$ cat config.mk
export PLATFORM = sky130hd
export DESIGN_NAME = sm3_hash_nblk_flat
export DESIGN_NICKNAME = d
export VERILOG_FILES = /design/src/rtl/sm3_hash_nblk_if.sv /design/src/rtl/sm3_hash_nblk.sv /design/src/flat_wrapper.sv
export SDC_FILE = /design/constraint.sdc
export NUM_CORES = 2
export LEC_CHECK = 0
export BUFFER_PORTS_ARGS = -buffer_cell sky130_fd_sc_hd__clkbuf_2
export CAP_MARGIN = 40
export CORE_MARGIN = 5
export CORE_UTILIZATION = 45
export CTS_CLUSTER_DIAMETER = 40
export DETAILED_ROUTE_END_ITERATION = 12
export PLACE_DENSITY = 0.62
export SKIP_LAST_GASP = 1
export SYNTH_ARGS = -nofsm -noshare
export SYNTH_HDL_FRONTEND = slang
export SYNTH_HIERARCHICAL = 1
export SYNTH_SLANG_ARGS = --single-unit
$ cat constraint.sdc
create_clock -name clk -period 22.4 [get_ports clk]
set_input_delay 6.72 -clock clk [delete_from_list [all_inputs] [get_ports clk]]
set_output_delay 6.72 -clock clk [all_outputs]
set_load 0.005 [all_outputs]
$ cat src/rtl/sm3_hash_nblk_if.sv
// sm3_hash_nblk_if: request/result bundle for sm3_hash_nblk; SM3_CHAIN_EN adds iv_in/iv_sel
interface sm3_hash_nblk_if #(parameter int MSG_BITS = 640);
  logic start;
  logic abort;
  logic busy;
  logic done;
  logic [MSG_BITS-1:0] msg;
  logic [255:0] hash_out;
`ifdef SM3_CHAIN_EN
  logic [255:0] iv_in;
  logic iv_sel;
  modport master(output start, abort, msg, iv_in, iv_sel, input busy, done, hash_out);
  modport slave(input start, abort, msg, iv_in, iv_sel, output busy, done, hash_out);
`else
  modport master(output start, abort, msg, input busy, done, hash_out);
  modport slave(input start, abort, msg, output busy, done, hash_out);
`endif
endinterface

$ cat src/rtl/sm3_hash_nblk.sv
// sm3_hash_nblk: multi-block SM3 hasher around one sm3_CF core; SM3_CHAIN_EN enables iv_in/iv_sel chaining
module sm3_CF (
  input  logic         clk,
  input  logic         reset,
  input  logic         cf_start,
  input  logic [255:0] iv,
  input  logic [511:0] block,
  output logic [255:0] result,
  output logic         cf_end
);
  function automatic logic [31:0] rol(input logic [31:0] x, input logic [4:0] n);
    return (x << n) | (x >> (6'd32 - {1'b0, n}));
  endfunction
  function automatic logic [31:0] p0(input logic [31:0] x);
    return x ^ rol(x, 5'd9) ^ rol(x, 5'd17);
  endfunction
  function automatic logic [31:0] p1(input logic [31:0] x);
    return x ^ rol(x, 5'd15) ^ rol(x, 5'd23);
  endfunction
  logic start_q, run;
  logic [5:0] j;
  logic [255:0] st, v, nxt;
  logic [511:0] w;
  logic [31:0] a, b, c, d, e, f, g, h, w0, w3, w4, w7, w10, w13;
  logic [31:0] tj, a12, ss1, ss2, ff, gg, tt1, tt2, wnew;
  logic lo;
  assign {a, b, c, d, e, f, g, h} = st;
  assign w0 = w[511:480];
  assign w3 = w[415:384];
  assign w4 = w[383:352];
  assign w7 = w[287:256];
  assign w10 = w[191:160];
  assign w13 = w[95:64];
  always_comb begin
    lo = j < 6'd16;
    tj = lo ? 32'h79cc4519 : 32'h7a879d8a;
    a12 = rol(a, 5'd12);
    ss1 = rol(a12 + e + rol(tj, j[4:0]), 5'd7);
    ss2 = ss1 ^ a12;
    ff = lo ? (a ^ b ^ c) : ((a & b) | (a & c) | (b & c));
    gg = lo ? (e ^ f ^ g) : ((e & f) | (~e & g));
    tt1 = ff + d + ss2 + (w0 ^ w4);
    tt2 = gg + h + ss1 + w0;
    nxt = {tt1, a, rol(b, 5'd9), c, p0(tt2), e, rol(f, 5'd19), g};
    wnew = p1(w0 ^ w7 ^ rol(w13, 5'd15)) ^ rol(w3, 5'd7) ^ w10;
  end
  // a compression begins on a rising cf_start; dropping cf_start cancels it and re-arms
  always_ff @(posedge clk or negedge reset) begin
    if (!reset) begin
      start_q <= 1'b0;
      run <= 1'b0;
      j <= '0;
      st <= '0;
      v <= '0;
      w <= '0;
      result <= '0;
      cf_end <= 1'b0;
    end else begin
      start_q <= cf_start;
      cf_end <= 1'b0;
      if (cf_start && !start_q) begin
        st <= iv;
        v <= iv;
        w <= block;
        j <= '0;
        run <= 1'b1;
      end else if (!cf_start) begin
        run <= 1'b0;
      end else if (run) begin
        st <= nxt;
        w <= {w[479:0], wnew};
        j <= j + 6'd1;
        if (j == 6'd63) begin
          run <= 1'b0;
          cf_end <= 1'b1;
          result <= nxt ^ v;
        end
      end
    end
  end
endmodule

module sm3_hash_nblk #(parameter int MSG_BITS = 640) (
  input logic clk,
  input logic reset,
  sm3_hash_nblk_if.slave bus
);
  localparam int NBLK = (MSG_BITS + 65 + 511) / 512;
  localparam int PBITS = NBLK * 512;
  localparam int ZBITS = PBITS - MSG_BITS - 65;
  localparam int CW = $clog2(NBLK + 1);
  localparam logic [255:0] SM3_IV = 256'h7380166f4914b2b9172442d7da8a0600a96f30bc163138aae38dee4db0fb0e4e;
  typedef enum logic [1:0] {IDLE, RUN, GAP, FIN} state_t;
  state_t state_q, state_d;
  logic [CW-1:0] cnt_q, cnt_d;
  logic cf_start_q, cf_start_d, done_q, done_d, cf_end;
  logic [255:0] iv_q, iv_d, hash_q, hash_d, cf_result, iv_init;
  logic [MSG_BITS-1:0] msg_q, msg_d;
  logic [PBITS-1:0] pad, pad_sh;
  logic [511:0] blk;
  assign pad = {msg_q, 1'b1, {ZBITS{1'b0}}, 64'(MSG_BITS)};
  assign pad_sh = pad << (32'(cnt_q) * 512);
  assign blk = pad_sh[PBITS-1 -: 512];
`ifdef SM3_CHAIN_EN
  assign iv_init = bus.iv_sel ? bus.iv_in : SM3_IV;
`else
  assign iv_init = SM3_IV;
`endif
  assign bus.busy = state_q != IDLE;
  assign bus.done = done_q;
  assign bus.hash_out = hash_q;
  always_comb begin
    state_d = state_q;
    cnt_d = cnt_q;
    cf_start_d = cf_start_q;
    iv_d = iv_q;
    hash_d = hash_q;
    msg_d = msg_q;
    done_d = 1'b0;
    if (bus.abort && state_q != IDLE) begin
      state_d = IDLE;
      cf_start_d = 1'b0;
    end else begin
      case (state_q)
        IDLE: if (bus.start && !bus.abort) begin
          state_d = RUN;
          cnt_d = '0;
          cf_start_d = 1'b1;
          iv_d = iv_init;
          msg_d = bus.msg;
        end
        RUN: if (cf_end) begin
          cf_start_d = 1'b0;
          iv_d = cf_result;
          cnt_d = cnt_q + 1'b1;
          state_d = (cnt_d < CW'(NBLK)) ? GAP : FIN;
        end
        GAP: begin
          state_d = RUN;
          cf_start_d = 1'b1;
        end
        FIN: begin
          state_d = IDLE;
          hash_d = iv_q;
          done_d = 1'b1;
        end
        default: state_d = IDLE;
      endcase
    end
  end
  always_ff @(posedge clk or negedge reset) begin
    if (!reset) begin
      state_q <= IDLE;
      cnt_q <= '0;
      cf_start_q <= 1'b0;
      done_q <= 1'b0;
      iv_q <= SM3_IV;
      hash_q <= '0;
      msg_q <= '0;
    end else begin
      state_q <= state_d;
      cnt_q <= cnt_d;
      cf_start_q <= cf_start_d;
      done_q <= done_d;
      iv_q <= iv_d;
      hash_q <= hash_d;
      msg_q <= msg_d;
    end
  end
  sm3_CF u_cf (
    .clk,
    .reset,
    .cf_start(cf_start_q),
    .iv(iv_q),
    .block(blk),
    .result(cf_result),
    .cf_end
  );
endmodule
$ cat src/flat_wrapper.sv
// flat-port wrapper written by rule: the top's interface ports become plain ports
module sm3_hash_nblk_flat 
#(parameter int MSG_BITS = 640)
  (clk, reset, bus_start, bus_abort, bus_msg, bus_busy, bus_done, bus_hash_out);
  sm3_hash_nblk_if #(.MSG_BITS(MSG_BITS)) bus_i ();
  input logic clk;
  input logic reset;
  input wire logic [$bits(bus_i.start)-1:0] bus_start;
  input wire logic [$bits(bus_i.abort)-1:0] bus_abort;
  input wire logic [$bits(bus_i.msg)-1:0] bus_msg;
  output wire logic [$bits(bus_i.busy)-1:0] bus_busy;
  output wire logic [$bits(bus_i.done)-1:0] bus_done;
  output wire logic [$bits(bus_i.hash_out)-1:0] bus_hash_out;
  assign bus_i.start = bus_start;
  assign bus_i.abort = bus_abort;
  assign bus_i.msg = bus_msg;
  assign bus_busy = bus_i.busy;
  assign bus_done = bus_i.done;
  assign bus_hash_out = bus_i.hash_out;
  sm3_hash_nblk #(.MSG_BITS(MSG_BITS)) u_core (.clk(clk), .reset(reset), .bus(bus_i));
endmodule
# Word-level counts from Yosys, hierarchy flattened
# Cells that the tools add are included.
[word_totals]
reg_bits = 2447
latchBits = 0
ramBits = 0
rom_bits = 0
inputBits = 644
out_inout_bits = 258
wordCells = 131
n_memories = 0
[op_classes]
addsub = 11
n_mul = 0
div = 0
n_lt_le_gt_ge = 2
n_eq_ne = 8
n_shift = 3
mux = 37
bitwise_logic = 37
reduce_logical = 18
[op_table]
columns = ["cell", "n"]
rows = [
  ["512-bit two-way mux", 3],
  ["256-bit two-way mux", 5],
  ["1024-bit by 11-bit << shifter with 1024-bit output", 1],
  ["256-bit case mux with 2 select lines", 1],
  ["32-bit bitwise XOR", 14],
  ["32-bit adder", 8],
  ["256-bit bitwise XOR", 1],
  ["32-bit bitwise AND", 5],
  ["32-bit bitwise OR", 4],
  ["32-bit two-way mux", 2],
  ["32-bit by 15-bit bitwise OR with 32-bit output", 2],
  ["32-bit by 7-bit bitwise OR with 32-bit output", 2],
  ["32-bit by 9-bit bitwise OR with 32-bit output", 2],
  ["32-bit inverter", 1],
  ["32-bit by 12-bit bitwise OR with 32-bit output", 1],
  ["32-bit by 17-bit bitwise OR with 32-bit output", 1],
  ["32-bit by 19-bit bitwise OR with 32-bit output", 1],
  ["32-bit by 23-bit bitwise OR with 32-bit output", 1],
  ["31-bit by 5-bit << shifter with 32-bit output", 1],
  ["31-bit by 6-bit right shift with 32-bit output", 1],
  ["26-bit two-way mux", 1],
  ["6-bit two-way mux", 3],
  ["1-bit two-way mux", 14],
  ["2-bit two-way mux", 5],
  ["24 further kinds", 36],
]

# Depth between registers and ports, before layout
[depth]
word_depth = 14
depth_mapped = 43
ltp_nobuf = 39

# Hierarchy
# Netlist, hierarchy kept.
[modules_own_cells]
columns = ["mod", "instances", "cells_each", "area_each_um2", "seq_area_each_um2"]
rows = [
  ["sm3_CF", 1, 8174, 70470.1, 32255.9],
  ["sm3_hash_nblk", 1, 3750, 48958.2, 29126.7],
]

# Worst setup path before layout
# No wires, ideal clock.
[synth_path]
path_kind = "register to register"
startpoint = "register u_core.u_cf.j[5]"
endpoint = "register u_core.u_cf.result[125]"
setup_ns = 0.076
arrival_ns = 10.097
t_required_ns = 22.324
setup_slack_ns = 12.226
stages_incl_launch_ff = 41
n_path_buf = 7
synth_period_minus_slack_ns = 10.174
cell_sequence = "dfrtp_1 clkbuf_1 nor2_1 clkinv_1 clkbuf_1 clkbuf_1 clkbuf_1 clkbuf_1 ha_1 clkbuf_1 o21ai_0 a22o_1 a21oi_1 a21oi_1 o22ai_1 fa_1 ha_1 nor3_1 (+5 left out) a2111oi_0 xnor2_1 fa_1 fa_1 ha_1 inv_1 fa_1 nand2b_1 a21oi_1 o32a_1 a21oi_2 o211a_1 or4b_4 a211o_1 and3_1 buf_6 xor3_1 o21ai_1"
[synth_between]
elab_chain_len = 12
word_cells_on_any_way = 18
classes_between = "add/sub: 4; order compare: 1; eq/ne: 1; shift: 2; mux: 2; bitwise: 7; reduce/logical: 1"
[synth_rtl]
columns = ["item", "line", "rtl"]
rows = [
  ["start: declaration", "sm3_hash_nblk.sv:21", "logic [5:0] j;"],
  ["start signal: assignment", "sm3_hash_nblk.sv:72", "j <= j + 6'd1;"],
  ["6-bit by 5-bit less-than comparator with 1-bit output", "sm3_hash_nblk.sv:35", "lo = j < 6'd16;"],
  ["26-bit two-way mux", "sm3_hash_nblk.sv:36", "tj = lo ? 32'h79cc4519 : 32'h7a879d8a;"],
  ["31-bit by 6-bit right shift with 32-bit output / 31-bit by 5-bit << shifter with 32-bit output (equally long branches)", "sm3_hash_nblk.sv:12", "return (x << n) | (x >> (6'd32 - {1'b0, n}));"],
  ["32-bit bitwise OR", "sm3_hash_nblk.sv:12", ""],
  ["32-bit adder", "sm3_hash_nblk.sv:38", "ss1 = rol(a12 + e + rol(tj, j[4:0]), 5'd7);"],
  ["32-bit by 7-bit bitwise OR with 32-bit output", "sm3_hash_nblk.sv:12", ""],
  ["32-bit adder (2 in a row)", "sm3_hash_nblk.sv:43", "tt2 = gg + h + ss1 + w0;"],
  ["32-bit by 9-bit bitwise OR with 32-bit output", "sm3_hash_nblk.sv:12", ""],
  ["32-bit bitwise XOR (2 in a row)", "sm3_hash_nblk.sv:15", "return x ^ rol(x, 5'd9) ^ rol(x, 5'd17);"],
  ["256-bit bitwise XOR", "sm3_hash_nblk.sv:76", "result <= nxt ^ v;"],
  ["end signal: assignment", "sm3_hash_nblk.sv:76", ""],
  ["end: declaration", "sm3_hash_nblk.sv:8", "output logic [255:0] result,"],
]
# Several ways; a longest one is shown, not always the timed one.
# A chain may end at the register's enable or synchronous reset.

# Worst setup path after layout
[layout_path]
startpoint = "register u_core.u_cf.j[2]"
endpoint = "register u_core.u_cf.result[125]"
# The elaborated chain is that of the path after synthesis.

==> impl_metrics.py <==
metrics = {
    "status": {
        "status": "finished, final reports clean",
    },
    "sta": {
        "min_period_ps": 12150,
        "fmax_ghz": 0.0823,
        "tns_ps": 0,
        "finClkSkew_ps": 53.3,
        "rsz0062_at_grt": "no",
        "max_slew_margin_pct": 5.46,
        "setup_viol": 0,
        "finalMaxSlewViolations": 0,
        "post-route-period-util_pct": 54.3,
        "hold_violations": 0,
        "worst_slew_pin_slew_ps": 1420,
    },
    "cells_and_area": {
        "nets": 13580,
        "n_fill_cell": 23432,
        "fin_area_um2": 142000,
        "drive_above_1_share_pct": 21.7,
        "synthToLayoutAreaGrowth_pct": 19.1,
        "layout.cells.non_filler": 16539,
    },
    "place": {
        "dpl_cell_area_um2": 128000,
        "io_buffers": 901,
        "dp_hpwl_mm": 341,
        "placedCellCount": 15780,
        "routabilityCongestion": 0.927,
    },
    "setup_path": {
        "cp_common_cell": "fa_1",
        "startpoint_type": "register",
        "cp.arrival_ps": 13010,
        "slowest_delay_ps": 790,
        "reg2regPathDepth": 35,
        "crit_start": "u_core/u_cf/j[2]",
        "cp_max_fo": 56,
        "crit_required_ps": 23250,
        "timing.rr.end": "u_core/u_cf/result[125]",
        "critPathSlowestCell": "a2111oi_0",
        "reg2reg_slack_ps": 10250,
        "r2r_start": "u_core/u_cf/j[2]",
        "end_kind": "register",
        "critPathKind": "reg2reg",
    },
    "drt": {
        "drt_iter0_drc": 9021,
        "vias": 93433,
        "drt-met1-wl_mm": 195,
        "ant_nets": 0,
        "drtPass1Iterations": 6,
        "dr_wl_met2_mm": 210,
        "avgViaCountPerCell": 5.65,
        "drc": 0,
        "highest_layer": "met5",
        "wl_per_cell_um": 27.9,
        "wl_met3_mm": 31.8,
        "routed_wl_mm": 462,
    },
    "die": {
        "start_util_pct": 45.1,
        "rows": 189,
        "die-area_um2": 276000,
        "dieWidth_um": 525,
        "dieHeight_um": 525,
        "io_pins": 902,
        "core_area_um2": 265000,
    },
    "synth": {
        "syn-mean-instance-area_um2": 10.0,
        "synth_edf_count": 0,
        "synth_cells": 11924,
        "async_reset_ff_share_pct": 100,
        "syn_area_um2": 119000,
        "seq_area_frac_synth_pct": 51.4,
        "yosysWarnings": 6,
        "dominantRegCellSynth": "dfrtp_1",
        "synth_seq_cells": 2447,
        "syn_nets": 12856,
        "yosysUniqueCellTypes": 83,
    },
    "clock_network": {
        "postCtsResizedCells": 0,
        "root_buffer": "clkbuf_16",
        "htreeDepth": 5,
        "cts.sinks": 2447,
        "cts_buffer_depth": 4,
        "postCtsSetupBuffers": 0,
        "clock_latency_ps": 960,
        "cts_buffers": 395,
        "clkTransAtPathRegs_ps": 50,
        "cts_tree": "yes",
        "hold_buffers": 0,
    },
    "min_path": {
        "hold_end": "u_core/u_cf/result[161]",
        "holdPathStages": 2,
        "hold_start": "u_core/u_cf/result[161]",
        "min_path_type": "reg2reg",
    },
    "grt": {
        "antenna_found_initial": 32,
        "grt_max_degree": 269,
        "grt_pass1_vias": 93178,
        "grt_pass1_wl_mm": 665,
        "track_usage_pct": 32.5,
        "grt-ovfl-total": 0,
    },
    "run": {
        "drv_cap": 0,
    },
}
==> final cells by class <==
cell class | count | area (µm²) | area share, %
sequential | 2447 | 61400 | 43.2
clock inverter | 253 | 3740 | 2.63
clock buffer | 487 | 10800 | 7.57
inverter | 355 | 1340 | 0.938
tap | 3533 | 4420 | 3.11
timing repair buffer | 1123 | 7110 | 5.00
multi-input combinational | 8326 | 53500 | 37.6
antenna | 15 | 37.5 | 0.0264
==> cells in the final DEF (no fill, tap or decap), types with 59 or more instances in the layout <==
master,count
dfrtp_1,2321
mux2i_1,300
clkbuf_16,398
clkbuf_2,900
mux2_2,833
ha_1,99
mux2_1,59
buf_4,157
nand2_1,2480
xnor2_1,556
nor3_1,60
bufinv_16,71
dfstp_2,119
o21ai_0,571
and2_1,389
a31oi_1,554
inv_1,350
a21oi_1,370
xor2_1,107
o22ai_1,189
nor2_1,976
nand2b_1,136
fa_1,188
==> worst max-delay path by stage <==
stage,endpoint,slack (ps),cells after the start
after global routing,u_core/u_cf/result[110],9710,35
after floorplan,u_core/u_cf/result[125],12230,40
after CTS,u_core/u_cf/result[125],10380,36
after global placement,u_core/u_cf/result[102],10490,36
after detailed placement,u_core/u_cf/result[125],10430,36
final,u_core/u_cf/result[125],10250,35
==> cell families (layout without fill, tap and decap cells) <==
| family | Yosys count | in the layout | synth area share [%] |
|---|---|---|---|
| AOI/OAI and AO/OA | 1977 | 1977 | 9.79 |
| xor gates and xnor gates | 677 | 677 | 5.12 |
| adders and majority gates | 289 | 289 | 4.21 |
| buffers and inverters | 1151 | 2218 | 3.93 |
| DFF | 2447 | 2447 | 51.4 |
| muxes | 1192 | 1192 | 10.9 |
| other | 0 | 15 | 0 |
| and+or+nand+nor | 4191 | 4191 | 14.6 |
==> critical path, delay by kind of cell, from the launching register on <==
family | cells | cell delay, ps
xor gates and xnor gates | 3 | 950
and+or+nand+nor | 9 | 2760
DFF | 1 | 380
AOI/OAI and AO/OA | 14 | 4720
buffers and inverters | 3 | 730
adders and majority gates | 6 | 2500
==> flip-flops by register name, indices dropped and copies added, names as in the netlist, 2 cells and up <==
name                 flops
u_core/u_cf/v          256
u_core/state_q           2
u_core/u_cf/result     256
u_core/msg_q           640
u_core/bus.hash_out    256
u_core/u_cf/j            6
u_core/iv_q            256
u_core/cnt_q             2
u_core/u_cf/st         256
u_core/u_cf/w          512
==> per-layer routing <==
metal,track usage [%],vias to the layer above
met3,6.06,811
li1,-,41413
met5,0,-
met1,44.2,47573
met2,50.8,3614
met4,14.9,22
==> through the flow <==
step	hold slack (ps)	utilization, %	setup slack, ps
after detailed placement	461	48.3	10430
after floorplan	372	-	12230
after global routing	489	53.8	9710
after global placement	452	47.8	10490
final	469	53.8	10250
after CTS	473	53.7	10380
==> cell usage after synthesis (7+ instances only) <==
master    number  share of area, %
o21ai_0      571               2.4
o21bai_1      14             0.088
nand3_1       42              0.18
dfrtp_1     2328                49
a21o_1        44              0.28
a211oi_1      39              0.25
dfstp_2      119               2.6
inv_1        351               1.1
mux2_1        59              0.56
o21a_1        18              0.11
buf_1         36              0.11
nor2b_1       36              0.19
nor3_1        60              0.25
and2_1       389               2.0
buf_4         57              0.36
a311oi_1       7             0.051
nand2_1     2482               7.8
a22o_1        15              0.11
nor2_1       980               3.1
o211ai_1      31              0.19
o22ai_1      189              0.99
a22oi_1       46              0.29
nand4_1        9             0.047
o31ai_1        8             0.050
or3_1         15             0.079
xnor2_1      557               4.1
buf_6         12              0.11
nand2b_1     137              0.72
o221ai_1       9             0.066
fa_1         188               3.2
ha_1         100               1.0
a21oi_1      371               1.6
and3_1        14             0.073
xor2_1       107              0.78
mux2_2       833               7.9
buf_2         59              0.25
mux2i_1      300               2.5
clkbuf_1     632               2.0
a31oi_1      554               2.9
Power is left out: the tool's default activity adds up to more than one toggle a clock period on the data nets, which glitch-free logic cannot reach.
